==> config.mk <==
export PLATFORM = sky130hd
export DESIGN_NAME = keypad_scan_debounce
export DESIGN_NICKNAME = d
export VERILOG_FILES = /design/src/rtl/keypad_scan_debounce.sv
export SDC_FILE = /design/constraint.sdc
export NUM_CORES = 1
export LEC_CHECK = 0
export BUFFER_PORTS_ARGS = -buffer_cell sky130_fd_sc_hd__buf_2
export CAP_MARGIN = 20
export CORE_ASPECT_RATIO = 0.5
export CORE_MARGIN = 5
export CORE_UTILIZATION = 55
export CTS_BUF_LIST = sky130_fd_sc_hd__clkbuf_16
export DETAILED_ROUTE_END_ITERATION = 7
export MAX_ROUTING_LAYER = met4
export PLACE_DENSITY = 0.82
export SLEW_MARGIN = 20
export SYNTH_ARGS = -nofsm -noshare
export SYNTH_HDL_FRONTEND = slang
export SYNTH_SLANG_ARGS = --single-unit
==> constraint.sdc <==
create_clock -name clk -period 5.5 [get_ports clk]
set_clock_uncertainty 0.2 [all_clocks]
set_input_delay 0.55 -clock clk [delete_from_list [all_inputs] [get_ports clk]]
set_output_delay 0.55 -clock clk [all_outputs]
set_load 0.05 [all_outputs]
==> src/rtl/keypad_scan_debounce.sv <==
// 4x4 matrix keypad scanner with press/release debouncing.
// Drives one column at a time, senses rows through a 2-flop synchronizer,
// and emits one key_valid pulse with a hex key_code per debounced press.
module keypad_scan_debounce #(
    parameter logic [15:0] SCAN_DIV     = 16'd50000,
    parameter logic [19:0] DEBOUNCE_CNT = 20'd100000
) (
    input  logic       clk,
    input  logic       reset,
    input  logic [3:0] r,
    output logic [3:0] c,
    output logic [3:0] key_code,
    output logic       key_valid,
    output logic       key_held
);

    typedef enum logic [1:0] {
        SCAN     = 2'd0,
        DEBOUNCE = 2'd1,
        HELD     = 2'd2,
        RELEASE  = 2'd3
    } state_t;

    state_t      state_q, state_d;
    logic [3:0]  r_meta_q, r_meta_d;
    logic [3:0]  rs_q, rs_d;
    logic [15:0] dwell_q, dwell_d;
    logic [1:0]  col_q, col_d;
    logic [1:0]  row_q, row_d;
    logic [19:0] cnt_q, cnt_d;
    logic [3:0]  key_code_q, key_code_d;
    logic        key_valid_q, key_valid_d;
    logic        key_held_q, key_held_d;

    logic        dwell_last;
    logic        cnt_last;
    logic [15:0] dwell_sat;
    logic [19:0] cnt_sat;
    logic [1:0]  low_row;
    logic [3:0]  key_map;

    assign c         = 4'b0001 << col_q;
    assign key_code  = key_code_q;
    assign key_valid = key_valid_q;
    assign key_held  = key_held_q;

    // Synchronizer inputs and saturating counter helpers
    always_comb begin
        r_meta_d   = r;
        rs_d       = r_meta_q;
        dwell_last = (({1'b0, dwell_q} + 17'd1) >= {1'b0, SCAN_DIV});
        cnt_last   = (({1'b0, cnt_q} + 21'd1) >= {1'b0, DEBOUNCE_CNT});
        dwell_sat  = (dwell_q == '1) ? dwell_q : dwell_q + 16'd1;
        cnt_sat    = (cnt_q == '1) ? cnt_q : cnt_q + 20'd1;
    end

    // Lowest asserted synchronized row wins when several rows close at once
    always_comb begin
        low_row = 2'd3;
        if (rs_q[0])      low_row = 2'd0;
        else if (rs_q[1]) low_row = 2'd1;
        else if (rs_q[2]) low_row = 2'd2;
    end

    // Hex legend for the latched row/column
    always_comb begin
        key_map = 4'h0;
        case ({row_q, col_q})
            4'h0: key_map = 4'h1;
            4'h1: key_map = 4'h2;
            4'h2: key_map = 4'h3;
            4'h3: key_map = 4'hA;
            4'h4: key_map = 4'h4;
            4'h5: key_map = 4'h5;
            4'h6: key_map = 4'h6;
            4'h7: key_map = 4'hB;
            4'h8: key_map = 4'h7;
            4'h9: key_map = 4'h8;
            4'hA: key_map = 4'h9;
            4'hB: key_map = 4'hC;
            4'hC: key_map = 4'hE;
            4'hD: key_map = 4'h0;
            4'hE: key_map = 4'hF;
            4'hF: key_map = 4'hD;
            default: key_map = 4'h0;
        endcase
    end

    // Scan / debounce / hold / release next-state and output logic
    always_comb begin
        state_d     = state_q;
        dwell_d     = dwell_q;
        col_d       = col_q;
        row_d       = row_q;
        cnt_d       = cnt_q;
        key_code_d  = key_code_q;
        key_valid_d = 1'b0;
        key_held_d  = key_held_q;

        case (state_q)
            SCAN: begin
                if (dwell_last) begin
                    dwell_d = '0;
                    if (rs_q != '0) begin
                        row_d   = low_row;
                        cnt_d   = '0;
                        state_d = DEBOUNCE;
                    end else begin
                        col_d = col_q + 2'd1;
                    end
                end else begin
                    dwell_d = dwell_sat;
                end
            end
            DEBOUNCE: begin
                if (rs_q[row_q]) begin
                    if (cnt_last) begin
                        key_valid_d = 1'b1;
                        key_code_d  = key_map;
                        key_held_d  = 1'b1;
                        cnt_d       = '0;
                        state_d     = HELD;
                    end else begin
                        cnt_d = cnt_sat;
                    end
                end else begin
                    cnt_d   = '0;
                    dwell_d = '0;
                    col_d   = col_q + 2'd1;
                    state_d = SCAN;
                end
            end
            HELD: begin
                if (rs_q == '0) begin
                    cnt_d   = '0;
                    state_d = RELEASE;
                end
            end
            RELEASE: begin
                if (rs_q != '0) begin
                    cnt_d = '0;
                end else if (cnt_last) begin
                    key_held_d = 1'b0;
                    cnt_d      = '0;
                    dwell_d    = '0;
                    col_d      = col_q + 2'd1;
                    state_d    = SCAN;
                end else begin
                    cnt_d = cnt_sat;
                end
            end
            default: begin
                state_d = SCAN;
            end
        endcase
    end

    // State and datapath registers with asynchronous active-low reset
    always_ff @(posedge clk or negedge reset) begin
        if (!reset) begin
            state_q     <= SCAN;
            r_meta_q    <= '0;
            rs_q        <= '0;
            dwell_q     <= '0;
            col_q       <= '0;
            row_q       <= '0;
            cnt_q       <= '0;
            key_code_q  <= '0;
            key_valid_q <= 1'b0;
            key_held_q  <= 1'b0;
        end else begin
            state_q     <= state_d;
            r_meta_q    <= r_meta_d;
            rs_q        <= rs_d;
            dwell_q     <= dwell_d;
            col_q       <= col_d;
            row_q       <= row_d;
            cnt_q       <= cnt_d;
            key_code_q  <= key_code_d;
            key_valid_q <= key_valid_d;
            key_held_q  <= key_held_d;
        end
    end

endmodule

; ---- Word-level counts from Yosys, hierarchy flattened
; Memory sizes are Yosys's and may differ from the RTL's. A register that Yosys moved wholly into a read port is not among the register bits.
; Cells that the tools add are included.
[word_totals]
mem_bits_ro = 64
ram_bits = 0
regBits = 52
word_cells = 89
mem_count = 1
in_bits = 6
output_inout_bits = 10
latchBits = 0
[mem_list]
columns = memory, depth, word_bits, read_ports, rd_ports_with_merged_regs, write_ports, line_no
row1 = (no name shown), 16, 4, 1, 1, 0, 68  ; case ({row_q, col_q})
[classes]
n_mux = 41
n_addsub = 5
eq_ne = 16
div_mod_pow = 0
n_mul = 0
order_cmp = 3
n_reduce_logical = 13
bitwise = 0
shifts = 1
[ops]
columns = op, n
row1 = two-way mux 20 bit, 7
row2 = two-way mux 16 bit, 5
row3 = case mux 20 bit (4 select lines), 1
row4 = case mux 16 bit (3 select lines), 1
row5 = two-way mux 2 bit, 14
row6 = "adder 20 x 1 -> 21 bit, second input constant", 1
row7 = "greater-or-equal comparator 21 x 17 -> 1 bit, second input constant", 1
row8 = "adder 20 x 1 -> 20 bit, second input constant", 1
row9 = "== test 20 bit, second input constant", 1
row10 = "inequality test 2 bit, second input constant", 9
row11 = "adder 16 x 1 -> 17 bit, second input constant", 1
row12 = "greater-or-equal comparator 17 x 16 -> 1 bit, second input constant", 1
row13 = "adder 16 x 1 -> 16 bit, second input constant", 1
row14 = "== test 16 bit, second input constant", 1
row15 = AND reduction 6 bit, 2
row16 = AND reduction 5 bit, 2
row17 = two-way mux 1 bit, 9
row18 = AND reduction 3 bit, 3
row19 = case mux 2 bit (4 select lines), 1
row20 = "inequality test 3 bit, second input constant", 2
row21 = case mux 2 bit (3 select lines), 1
row22 = "== test 2 bit, second input constant", 2
row23 = zero test 4 bit, 1
row24 = nonzero test 4 bit, 1
row25 = 10 further kinds, 10

; ---- Longest topological paths before layout
; Gate-level depths: netlist (run 1).
[logic_depth]
depth_word = 5
depth_mapped = 11
depth_no_buf = 9

; ---- Worst setup path after synthesis (run 1)
; No wires, ideal clock.
[synth_timing]
path_kind = reg-to-reg
startpoint = reg cnt_q[0]
endpoint = reg col_q[1]
path_stages_with_launch = 10
arrival_ps = 2285
slack_ps = 2890
required_ps = 5175
path_cell_list = dfrtp_1 ha_1 nand2_1 or2_4 nor4b_2 o32ai_2 a31oi_4 o211ai_4 a22o_1 mux2_4
[synth_via]
elab_chain_cells = 4
[synth_rtl]
columns = element, line_no
row1 = "start, declared", 30  ; logic [19:0] cnt_q, cnt_d;
row2 = "start signal, assigned", 178  ; cnt_q <= cnt_d;
row3 = adder 20 x 1 -> 21 bit, 52  ; cnt_last = (({1'b0, cnt_q} + 21'd1) >= {1'b0, DEBOUNCE_CNT});
row4 = greater-or-equal comparator 21 x 17 -> 1 bit, 52
row5 = inequality test 2 bit (no source line), n/a
row6 = AND reduction 6 bit (no source line), n/a
row7 = "end signal, assigned", 176  ; col_q <= col_d;
row8 = "end, declared", 28  ; logic [1:0] col_q, col_d;
; Every way passes these cells.
; A chain may end at the register's enable or synchronous reset.

; ---- Final worst setup path (run 1)
[layout_timing]
startpoint = reg dwell_q[0]
endpoint = reg cnt_q[4]
[layout_via]
elab_chain_cells = 4
[layout_rtl]
columns = element, line_no
row1 = "start, declared", 27  ; logic [15:0] dwell_q, dwell_d;
row2 = "start signal, assigned", 175  ; dwell_q <= dwell_d;
row3 = adder 16 x 1 -> 17 bit, 51  ; dwell_last = (({1'b0, dwell_q} + 17'd1) >= {1'b0, SCAN_DIV});
row4 = greater-or-equal comparator 17 x 16 -> 1 bit, 51
row5 = inequality test 2 bit (no source line), n/a
row6 = AND reduction 3 bit (no source line), n/a
; Every way passes these cells.

==> run_results.csv, run 1 <==
group,metric,value,unit
logic_synthesis,synth_edf_count,0,
detailed_routing,drt-initial-drc-count,402,
detailed_routing,via_per_inst,6.27,
power_and_ir_drop,peakVddDrop,116,µV
detailed_routing,wirelength,7850,µm
place,dp_slack,2.40,ns
logic_synthesis,synthSimpleGateAreaFrac,25.0,%
cts,cts_resized,0,
global_routing,grt_pass1_vias,2804,
setup_path,path_cells,"ha_1, and4_1, and3_1, o211ai_1, o21ai_0, a31oi_2, nand4_1, xor2_1, nor2_1",
cts,cts_tree,"done",
layout,antenna_cells,0,
sta,fin_ws,2.30,ns
setup_path,crit_family,"compound AO/OA/AOI/OAI gates",
place,hpwl,5140,µm
cts,cts_setup_buffers,0,
sta,max_slew_margin,36.4,%
detailed_routing,wl_per_cell,17.1,µm
logic_synthesis,synth_top_flop_cell,"dfrtp_1",
detailed_routing,drtPass1Iterations,7,
logic_synthesis,async_flop_share,100,%
cts,clk_pin_slew,0.07,ns
logic_synthesis,synth_area_leaders,"dfrtp_1 (40%), nand3_1 (3.5%), a31oi_1 (3.2%)",
sta,final-max-slew-violation-count,0,
global_routing,antenna_found_initial,0,
detailed_routing,drc,0,
setup_path,timing.critical_path.from_type,"flop",
worst_hold_path,hold_class,"flop to flop",
logic_synthesis,synthAdderAreaFrac,2.88,%
run,maxCapViolations,0,
logic_synthesis,synthDistinctLibCells,66,
global_routing,grt_pass1_wl,13600,µm
logic_synthesis,synthMuxAreaShare,5.16,%
cts,cts_buffer_depth,2,
cts,htreeDepth,2,
sta,finalCriticalPeriod,3.20,ns
sta,hold_viol_final,0,
detailed_routing,num_vias,2873,
layout,fin_nets,383,
layout,nFillCells,512,
logic_synthesis,netlist_area,0.00347,mm²
outcome,status,"complete, no violations",
place,gp_congestion,0.948,
setup_path,cp_max_fo,19,
logic_synthesis,synth_fp_nets,378,
logic_synthesis,synth_top_family_by_area,"simple AND/OR/NAND/NOR gates",
setup_path,cp.arrival,3.15,ns
floorplan,fp.coreArea,0.00611,mm²
setup_path,path_buf_inv,0,
logic_synthesis,synth_top_area_cell,"dfrtp_1",
floorplan,die_w,122,µm
floorplan,io_pins,16,
setup_path,slowest_delay,0.84,ns
sta,max_freq,312,MHz
sta,worstMarginPinSlew,0.951,ns
sta,fin_crit_sh,58.2,%
global_routing,track_usage,21.6,%
place,io_buffers,15,
cts,cts_root_buf,"clkbuf_16",
layout,final_layout_size_suffix_gt1_share,15.9,%
sta,setup_tns,0,ns
setup_path,end_kind,"flop",
logic_synthesis,synth_top_area_share,40.4,%
logic_synthesis,yosys_warnings,0,
logic_synthesis,syn_avg_cell_area,9.54,µm²
sta,setup_violations,0,
global_routing,grt_remaining_overflow,0,
logic_synthesis,ys_seq_area_share,40.4,%
power_and_ir_drop,power_density,212,mW/mm²
logic_synthesis,ys_ff_latch,56,
floorplan,start_util,56.8,%
cts,postCtsHoldBufs,0,
cts,cts_buffers,5,
layout,area_growth,7.32,%
setup_path,slowest_stage,"a31oi_2",
cts,cts.sinks,56,
cts,clock_latency,0.30,ns
power_and_ir_drop,p_leak,1.65,nW
floorplan,dieArea,0.00810,mm²
setup_path,worst-endpoint-required,5.45,ns
logic_synthesis,synth_xor_xnor_area_share,3.79,%
global_routing,grt_max_degree,57,
detailed_routing,postRouteAntennaNets,0,
floorplan,dieHeight,66.2,µm
setup_path,worstSetupPathType,"flop to flop",
logic_synthesis,syn_inst,364,
sta,rsz0062_at_grt,"no",
logic_synthesis,synth_compound_area_share,17.8,%
floorplan,rows,20,
[sequential cells by signal, indices dropped and copies added, names as in the netlist, named ones only]
| signal | cells |
|---|---|
| cnt_q | 20 |
| state_q | 1 |
| key_code | 4 |
| r_meta_q | 4 |
| rs_q | 4 |
| col_q | 2 |
| row_q | 2 |
| dwell_q | 16 |
| key_held | 1 |
| key_valid | 1 |
[per-stage QoR]
stage	power, mW	util (%)	hold slack, ns	cells	area, µm²
floorplan	0.426	-	0.0544	364	3470
global placement	0.437	58.3	0.132	450	3560
detailed placement	0.438	58.3	0.136	450	3560
CTS	0.791	61.0	0.152	458	3720
global route	0.812	61.0	0.150	458	3720
finish	0.789	61.0	0.149	458	3720
[power breakdown]
part	switching, mW	internal [mW]	total (mW)
sequential	0.00183	0.414	0.416
clock	0.148	0.212	0.360
combinational	0.00962	0.00300	0.0126
total	0.159	0.630	0.789
[cells by family (layout without fill, tap and decap cells)]
| group | count (synthesis) | in the layout |
|---|---|---|
| AO/OA/AOI/OAI | 84 | 84 |
| XOR/XNOR | 15 | 15 |
| adder cells (fa/ha/maj) | 8 | 8 |
| buffers and inverters | 37 | 43 |
| flip-flops | 56 | 56 |
| multiplexers | 14 | 14 |
| AND/OR/NAND/NOR | 150 | 150 |
[metal layers]
layer	vias up	global-route usage, %	wire length (µm)
met5	-	-	0
met4	0	6.56	115
met3	12	3.68	417
met2	105	36.7	3890
met1	1411	26.8	3430
li1	1345	-	-
[cell usage after synthesis, types with 2 or more instances]
| library cell | number |
|---|---|
| nand4_2 | 2 |
| a311oi_1 | 3 |
| nand2_1 | 26 |
| nand4_1 | 8 |
| o21ai_0 | 14 |
| a32oi_1 | 2 |
| inv_1 | 19 |
| o211ai_1 | 3 |
| and3b_1 | 2 |
| mux2_2 | 7 |
| ha_1 | 8 |
| a31o_2 | 3 |
| and3_4 | 3 |
| nor3_2 | 4 |
| a21oi_1 | 20 |
| clkbuf_1 | 5 |
| nand3b_1 | 3 |
| dfrtp_1 | 56 |
| a22o_1 | 2 |
| mux2i_1 | 4 |
| a31oi_1 | 18 |
| buf_6 | 2 |
| and4_1 | 4 |
| xnor2_1 | 3 |
| nor3_1 | 6 |
| o31ai_1 | 2 |
| mux4_2 | 2 |
| nor2_1 | 30 |
| and2_1 | 7 |
| nand4b_1 | 2 |
| nand3_1 | 24 |
| nor4_1 | 3 |
| xor2_1 | 12 |
| buf_2 | 8 |
| and3_1 | 10 |
| nand2b_1 | 6 |
| or2_4 | 2 |
[layout by cell type, fill, tap and decap left out, drive strengths merged, types with 3 or more instances in the layout]
cell / Yosys / layout
a31o: 3 / 3
a21oi: 20 / 20
and3: 13 / 13
nor3: 10 / 10
and2: 7 / 7
xnor2: 3 / 3
o211ai: 4 / 4
o21ai: 14 / 14
nor2: 31 / 31
a311oi: 4 / 4
buf: 11 / 16
clkbuf: 7 / 5
mux2i: 4 / 4
xor2: 12 / 12
ha: 8 / 8
nand3: 25 / 25
mux2: 8 / 8
inv: 19 / 19
and4: 4 / 4
nand4: 11 / 11
a31oi: 20 / 20
nand3b: 3 / 3
dfrtp: 56 / 56
nand2: 26 / 26
nand2b: 6 / 6
nor4: 4 / 4
[final timing paths]
| path | start | endpoint | slack, ns | cells past startpoint |
|---|---|---|---|---|
| setup / recovery | dwell_q[0]$_DFFE_PN0P_ | cnt_q[4]$_DFFE_PN0P_ | 2.30 | 9 |
| hold / removal | r_meta_q[2]$_DFF_PN0_ | rs_q[2]$_DFF_PN0_ | 0.15 | 0 |
| setup reg to reg | dwell_q[0]$_DFFE_PN0P_ | cnt_q[4]$_DFFE_PN0P_ | 2.30 | 9 |
| hold reg to reg | r_meta_q[2]$_DFF_PN0_ | rs_q[2]$_DFF_PN0_ | 0.15 | 0 |
| max in group asynchronous | reset | cnt_q[8]$_DFFE_PN0P_ | 4.45 | 2 |
| min in group asynchronous | reset | cnt_q[9]$_DFFE_PN0P_ | 0.19 | 2 |
[worst register-to-register path, cell delays in order (launching register included)]
cell and delay, ns:
dfrtp_1 0.44, ha_1 0.32, and4_1 0.21, and3_1 0.23
o211ai_1 0.10, o21ai_0 0.22, a31oi_2 0.84, nand4_1 0.21
xor2_1 0.22, nor2_1 0.06
[cell type report]
type | instances | area, µm² | area share (%)
flip-flops and latches | 56 | 1400 | 37.6
clock buffers | 5 | 125 | 3.36
clock inverters | 3 | 37.5 | 1.01
well taps | 88 | 110 | 2.96
multi-input cells | 271 | 1900 | 50.9
repair buffers | 16 | 82.6 | 2.22
inverters | 19 | 71.3 | 1.91
Note: power is estimated with default switching activity, not from simulation.
==> inputs of run 2 (changes only) <==
- ABC_AREA: unset -> 1
- PLACE_DENSITY: 0.82 -> 0.81
- clock period: 5.5 -> 3.2 ns (I/O delays scaled with it)
==> run_results.csv, run 2 <==
group,metric,value,unit
detailed_routing,wl_per_cell,12.3,µm
worst_hold_path,hold_class,"flop to flop",
layout,mostFrequentLayoutCells,"nand2_1 (173), nor2_1 (65), dfrtp_1 (56), inv_1 (52), nand3_1 (38)",
detailed_routing,drc,0,
sta,max_freq,373,MHz
layout,reg_top3,"cnt_q (20), dwell_q (16)",
logic_synthesis,syn_avg_cell_area,7.13,µm²
sta,final-max-slew-violation-count,0,
layout,final_core_util,61.5,%
setup_path,worstSetupPathType,"flop to flop",
global_routing,grt_pass1_vias,2919,
cts,postCtsHoldBufs,5,
sta,fin_crit_sh,83.7,%
sta,finalCriticalPeriod,2.68,ns
layout,layout_commonest_cell,"nand2_1",
global_routing,grt_max_degree,39,
place,io_buffers,15,
worst_hold_path,hold-path-cell-count,0,
sta,max_slew_margin,51.2,%
setup_path,reg2regPathDepth,15,
power_and_ir_drop,seqPwrFrac,53.5,%
sta,rsz0062_at_grt,"no",
power_and_ir_drop,power,1.34,mW
detailed_routing,drtPass1Iterations,5,
setup_path,worst-endpoint-required,3.19,ns
layout,area_growth,9.38,%
floorplan,dieHeight,68.3,µm
logic_synthesis,synthDistinctLibCells,40,
global_routing,met1_usage,26.9,%
global_routing,track_usage,20.0,%
logic_synthesis,synth_top_area_cell,"dfrtp_1",
cts,cts.sinks,56,
logic_synthesis,synth_fp_nets,538,
detailed_routing,wirelength,7840,µm
detailed_routing,via_per_inst,5.14,
global_routing,grt_busiest_layer,"met2",
logic_synthesis,ys_seq_area_share,37.5,%
setup_path,rrSetupSlack,0.52,ns
logic_synthesis,synth_area_leaders,"dfrtp_1 (38%), nand2_1 (17%), nor2_1 (6.5%)",
power_and_ir_drop,intPower,1.08,mW
global_routing,grt_use_met3,2.96,%
floorplan,die_w,127,µm
logic_synthesis,ys_ff_latch,56,
cts,htreeDepth,2,
logic_synthesis,synth_top_flop_cell,"dfrtp_1",
cts,cts_buffer_depth,2,
place,gp_congestion,0.932,
layout,antenna_cells,0,
layout,top_register,"cnt_q",
setup_path,r2r_start,"cnt_q[0]$_DFFE_PN0P_",
global_routing,grt_use_met2,32.6,%
power_and_ir_drop,p_sw,0.257,mW
power_and_ir_drop,p_sw_share,19.2,%
logic_synthesis,synth_most_common_cell,"nand2_1",
power_and_ir_drop,peakVddDrop,307,µV
floorplan,io_pins,16,
logic_synthesis,syn_inst,524,
cts,cts_root_buf,"clkbuf_16",
layout,largest_reg_flops,20,
setup_path,timing.rr.end,"dwell_q[15]$_DFFE_PN0P_",
cts,cts_buffers,5,
sta,hold_viol_final,0,
detailed_routing,drt-initial-drc-count,243,
logic_synthesis,synthTopCellsByCount,"nand2_1 (173), nor2_1 (65), dfrtp_1 (56)",
layout,final_layout_size_suffix_gt1_share,11.9,%
run,maxCapViolations,0,
cts,cts_setup_buffers,0,
logic_synthesis,netlist_area,0.00374,mm²
floorplan,dieArea,0.00864,mm²
detailed_routing,postRouteAntennaNets,0,
logic_synthesis,synth_edf_count,0,
floorplan,start_util,56.2,%
logic_synthesis,synth_top_area_share,37.5,%
logic_synthesis,async_flop_share,100,%
worst_hold_path,hold-path-endpoint,"rs_q[3]$_DFF_PN0_",
floorplan,fp.coreArea,0.00665,mm²
global_routing,antenna_found_initial,0,
cts,clk_pin_slew,0.07,ns
cts,clock_latency,0.29,ns
logic_synthesis,yosys_warnings,0,
setup_path,cp_max_fo,32,
power_and_ir_drop,pwr-share-comb,1.9,%
floorplan,rows,21,
cts,cts_resized,0,
place,hpwl,5900,µm
sta,setup_violations,0,
setup_path,end_kind,"flop",
layout,nFillCells,592,
power_and_ir_drop,p_leak,2.05,nW
sta,worstMarginPinSlew,0.726,ns
detailed_routing,num_vias,3270,
sta,setup_tns,0,ns
power_and_ir_drop,power_density,327,mW/mm²
global_routing,grt_remaining_overflow,0,
setup_path,cp.arrival,2.67,ns
outcome,status,"complete, no violations",
layout,fin_nets,559,
setup_path,timing.critical_path.from_type,"flop",
power_and_ir_drop,clockPowerShare,44.6,%
worst_hold_path,min_from,"r_meta_q[3]$_DFF_PN0_",
global_routing,grt_pass1_wl,13500,µm
cts,cts_tree,"done",
run 2: through the flow:
step	cells	hold slack (ns)	setup slack, ns	area [µm²]
after detailed placement	625	0.0759	0.537	3880
after global placement	625	0.0746	0.545	3880
after global routing	636	0.155	0.237	4090
after CTS	636	0.150	0.513	4090
after floorplan	524	-0.176	0.907	3740
final	636	0.148	0.520	4090
run 2: worst max path at each step:
stage	from	end	slack [ns]
global placement	cnt_q[0]$_DFFE_PN0P_	dwell_q[15]$_DFFE_PN0P_	0.54
CTS	cnt_q[0]$_DFFE_PN0P_	dwell_q[15]$_DFFE_PN0P_	0.51
finish	cnt_q[0]$_DFFE_PN0P_	dwell_q[15]$_DFFE_PN0P_	0.52
detailed placement	cnt_q[0]$_DFFE_PN0P_	dwell_q[15]$_DFFE_PN0P_	0.54
global route	dwell_q[0]$_DFFE_PN0P_	cnt_q[12]$_DFFE_PN0P_	0.24
floorplan	cnt_q[0]$_DFFE_PN0P_	key_code[0]$_DFFE_PN0P_	0.91
run 2: area by class of cell:
| class | count | area [µm²] | area share, % |
|---|---|---|---|
| inverter | 56 | 218 | 5.33 |
| tap | 92 | 115 | 2.82 |
| multi-input combinational | 404 | 2060 | 50.3 |
| sequential | 56 | 1400 | 34.3 |
| clock inverter | 1 | 30.0 | 0.735 |
| timing repair buffer | 22 | 140 | 3.43 |
| clock buffer | 5 | 125 | 3.06 |
run 2: metal layers:
layer  wire, µm  up-vias
met2       3610       70
li1           -     1715
met4         76        0
met1       3890     1478
met5          0        -
met3        269        7
run 2: kinds of logic (layout without fill, tap and decap cells):
family | after synthesis | in the layout | share of synthesized area [%]
compound gates | 63 | 63 | 10.3
xor+xnor | 13 | 13 | 3.25
fa+ha+maj | 8 | 8 | 2.68
buf+inv | 64 | 84 | 7.43
flops | 56 | 56 | 37.5
simple gates | 320 | 320 | 38.8
run 2: critical path, stage by stage (launching register included):
cell and delay (ns):
dfrtp_1 0.44, ha_1 0.24, nand2_1 0.10, nor2_4 0.17
nand2_2 0.09, nor2_4 0.14, nand2_1 0.06, nand2_1 0.11
nand3_2 0.09, inv_1 0.06, nor2_1 0.05, nor2_4 0.16
nand3_4 0.12, nand2_4 0.33, nand2_1 0.09, o21a_1 0.11
run 2: power groups by stage:
stage	clock (mW)	sequential (mW)	combinational [mW]
2_1_floorplan	0	0.729	0.00341
3_3_place_gp	0	0.729	0.0218
3_5_place_dp	0	0.729	0.0220
4_1_cts	0.612	0.716	0.0266
5_1_grt	0.647	0.716	0.0305
6_report	0.597	0.716	0.0255
==> inputs of run 3 (changes only) <==
- clock period: 3.2 -> 2.75 ns (I/O delays scaled with it)
==> run_results.csv, run 3 (synthesis results as in run 2) <==
group,metric,value,unit
power_and_ir_drop,peakVddDrop,296,µV
sta,max_freq,381,MHz
run,maxCapViolations,0,
setup_path,worst-endpoint-required,2.74,ns
cts,cts_root_buf,"clkbuf_16",
sta,worst_hold_slack,0.150,ns
layout,top_register,"cnt_q",
floorplan,fp.coreArea,0.00665,mm²
layout,stdcell_count,645,
layout,nFillCells,594,
setup_path,critPathLaunch,"cnt_q[0]$_DFFE_PN0P_",
place,place_inst,630,
setup_path,end_kind,"flop",
cts,htreeDepth,2,
layout,area_growth,12.7,%
detailed_routing,wirelength,8070,µm
global_routing,antenna_found_initial,0,
layout,final_core_util,63.3,%
global_routing,grt_busiest_layer,"met2",
floorplan,die_w,127,µm
floorplan,rows,21,
setup_path,cp_max_fo,18,
sta,max_slew_margin,42.9,%
setup_path,cp.arrival,2.62,ns
sta,final-max-slew-violation-count,0,
detailed_routing,drt-initial-drc-count,199,
global_routing,grt_use_met2,35.2,%
place,io_buffers,15,
detailed_routing,via_per_inst,5.19,
sta,hold_viol_final,0,
place,dp_slack,0.105,ns
cts,cts.sinks,56,
power_and_ir_drop,pwr-share-comb,2.1,%
layout,reg_top3,"cnt_q (20), dwell_q (16)",
place,hpwl,6070,µm
power_and_ir_drop,intPower,1.17,mW
outcome,status,"complete, no violations",
layout,largest_reg_flops,20,
power_and_ir_drop,power_density,354,mW/mm²
cts,cts_buffer_depth,2,
setup_path,r2r_start,"cnt_q[0]$_DFFE_PN0P_",
detailed_routing,postRouteAntennaNets,0,
floorplan,io_pins,16,
floorplan,dieHeight,68.3,µm
detailed_routing,drc,0,
place,gp_congestion,0.959,
layout,antenna_cells,0,
cts,cts_tree,"done",
cts,clk_pin_slew,0.07,ns
global_routing,grt_use_met3,3.27,%
floorplan,start_util,56.2,%
detailed_routing,num_vias,3350,
global_routing,grt_max_degree,42,
sta,worstMarginPinSlew,0.857,ns
detailed_routing,wl_per_cell,12.5,µm
power_and_ir_drop,seqPwrFrac,55.9,%
floorplan,dieArea,0.00864,mm²
sta,setup_violations,0,
layout,final_layout_size_suffix_gt1_share,15.2,%
layout,fin_nets,566,
power_and_ir_drop,p_sw_share,21.3,%
sta,fin_ws,0.122,ns
global_routing,grt_remaining_overflow,0,
global_routing,grt_pass1_vias,3096,
power_and_ir_drop,clockPowerShare,42.0,%
detailed_routing,drtPass1Iterations,5,
worst_hold_path,hold_class,"flop to flop",
cts,clock_latency,0.30,ns
global_routing,grt_pass1_wl,14300,µm
layout,mostFrequentLayoutCells,"nand2_1 (172), nor2_1 (60), dfrtp_1 (55), inv_1 (53), nand3_1 (36)",
worst_hold_path,min_from,"r_meta_q[3]$_DFF_PN0_",
power_and_ir_drop,p_leak,2.08,nW
cts,cts_buffers,5,
sta,fin_crit_sh,95.6,%
sta,finalCriticalPeriod,2.63,ns
global_routing,met1_usage,27.7,%
setup_path,worstSetupPathType,"flop to flop",
setup_path,timing.critical_path.from_type,"flop",
layout,layout_commonest_cell,"nand2_1",
global_routing,track_usage,21.0,%
power_and_ir_drop,p_sw,0.317,mW
-- run 3: routing by layer --
layer / part of all wire, % / routed length, µm / vias to the layer above
met5: 0 / 0 / -
met4: 0.84 / 68 / 0
met3: 4.5 / 360 / 8
met2: 47 / 3830 / 77
met1: 47 / 3810 / 1538
li1: - / - / 1727
-- run 3: what timing repair did --
item / in CTS / in global routing
endpoints found under the setup margin: 0 / 26
setup buffers: 0 / 1
hold buffers: 5 / 0
gates resized for setup: 0 / 19
hold endpoints to repair: 43 / 0
-- run 3: through the flow --
stage / power, mW / area [µm²] / TNS (ns)
floorplan: 0.852 / 3740 / 0
finish: 1.49 / 4210 / 0
global placement: 0.875 / 3930 / 0
CTS: 1.50 / 4120 / 0
detailed placement: 0.876 / 3930 / 0
global route: 1.55 / 4210 / -0.0250
-- run 3: cell type report --
cell class | count | area (µm²) | area share [%]
Inverter | 56 | 225 | 5.35
Multi-Input combinational cell | 404 | 2120 | 50.4
Clock buffer | 5 | 125 | 2.97
Tap cell | 92 | 115 | 2.73
Timing Repair Buffer | 28 | 198 | 4.70
Clock inverter | 3 | 16.3 | 0.386
Timing Repair inverter | 1 | 7.51 | 0.178
Sequential cell | 56 | 1400 | 33.3
-- run 3: path summary, 6_finish.rpt --
kind	end	slack, ns	depth (start not counted)
min in group asynchronous	dwell_q[13]$_DFFE_PN0P_	0.42	2
worst min-delay path	rs_q[3]$_DFF_PN0_	0.15	0
worst max register to register	dwell_q[14]$_DFFE_PN0P_	0.12	15
worst max-delay path	dwell_q[14]$_DFFE_PN0P_	0.12	15
max in group asynchronous	cnt_q[1]$_DFFE_PN0P_	1.24	3
worst min register to register	rs_q[3]$_DFF_PN0_	0.15	0
-- run 3: worst max-delay path: stages, from the launching register on --
cell	delay, ns
dfrtp_2	0.42
ha_2	0.22
nand2_1	0.09
nor2_4	0.20
nand3_2	0.14
nor2_2	0.12
nor2_1	0.05
nor2_1	0.08
nand2_1	0.06
nor2_1	0.16
nand3_2	0.18
nand3_4	0.15
nand2_8	0.12
buf_4	0.20
nand2_1	0.07
o21ai_2	0.05
-- run 3: power by group through the flow --
stage / combinational [mW] / sequential [mW] / clock, mW
final: 0.0316 / 0.833 / 0.626
after floorplan: 0.00397 / 0.848 / 0
after CTS: 0.0330 / 0.832 / 0.639
after global routing: 0.0381 / 0.833 / 0.680
after detailed placement: 0.0276 / 0.848 / 0
after global placement: 0.0270 / 0.848 / 0
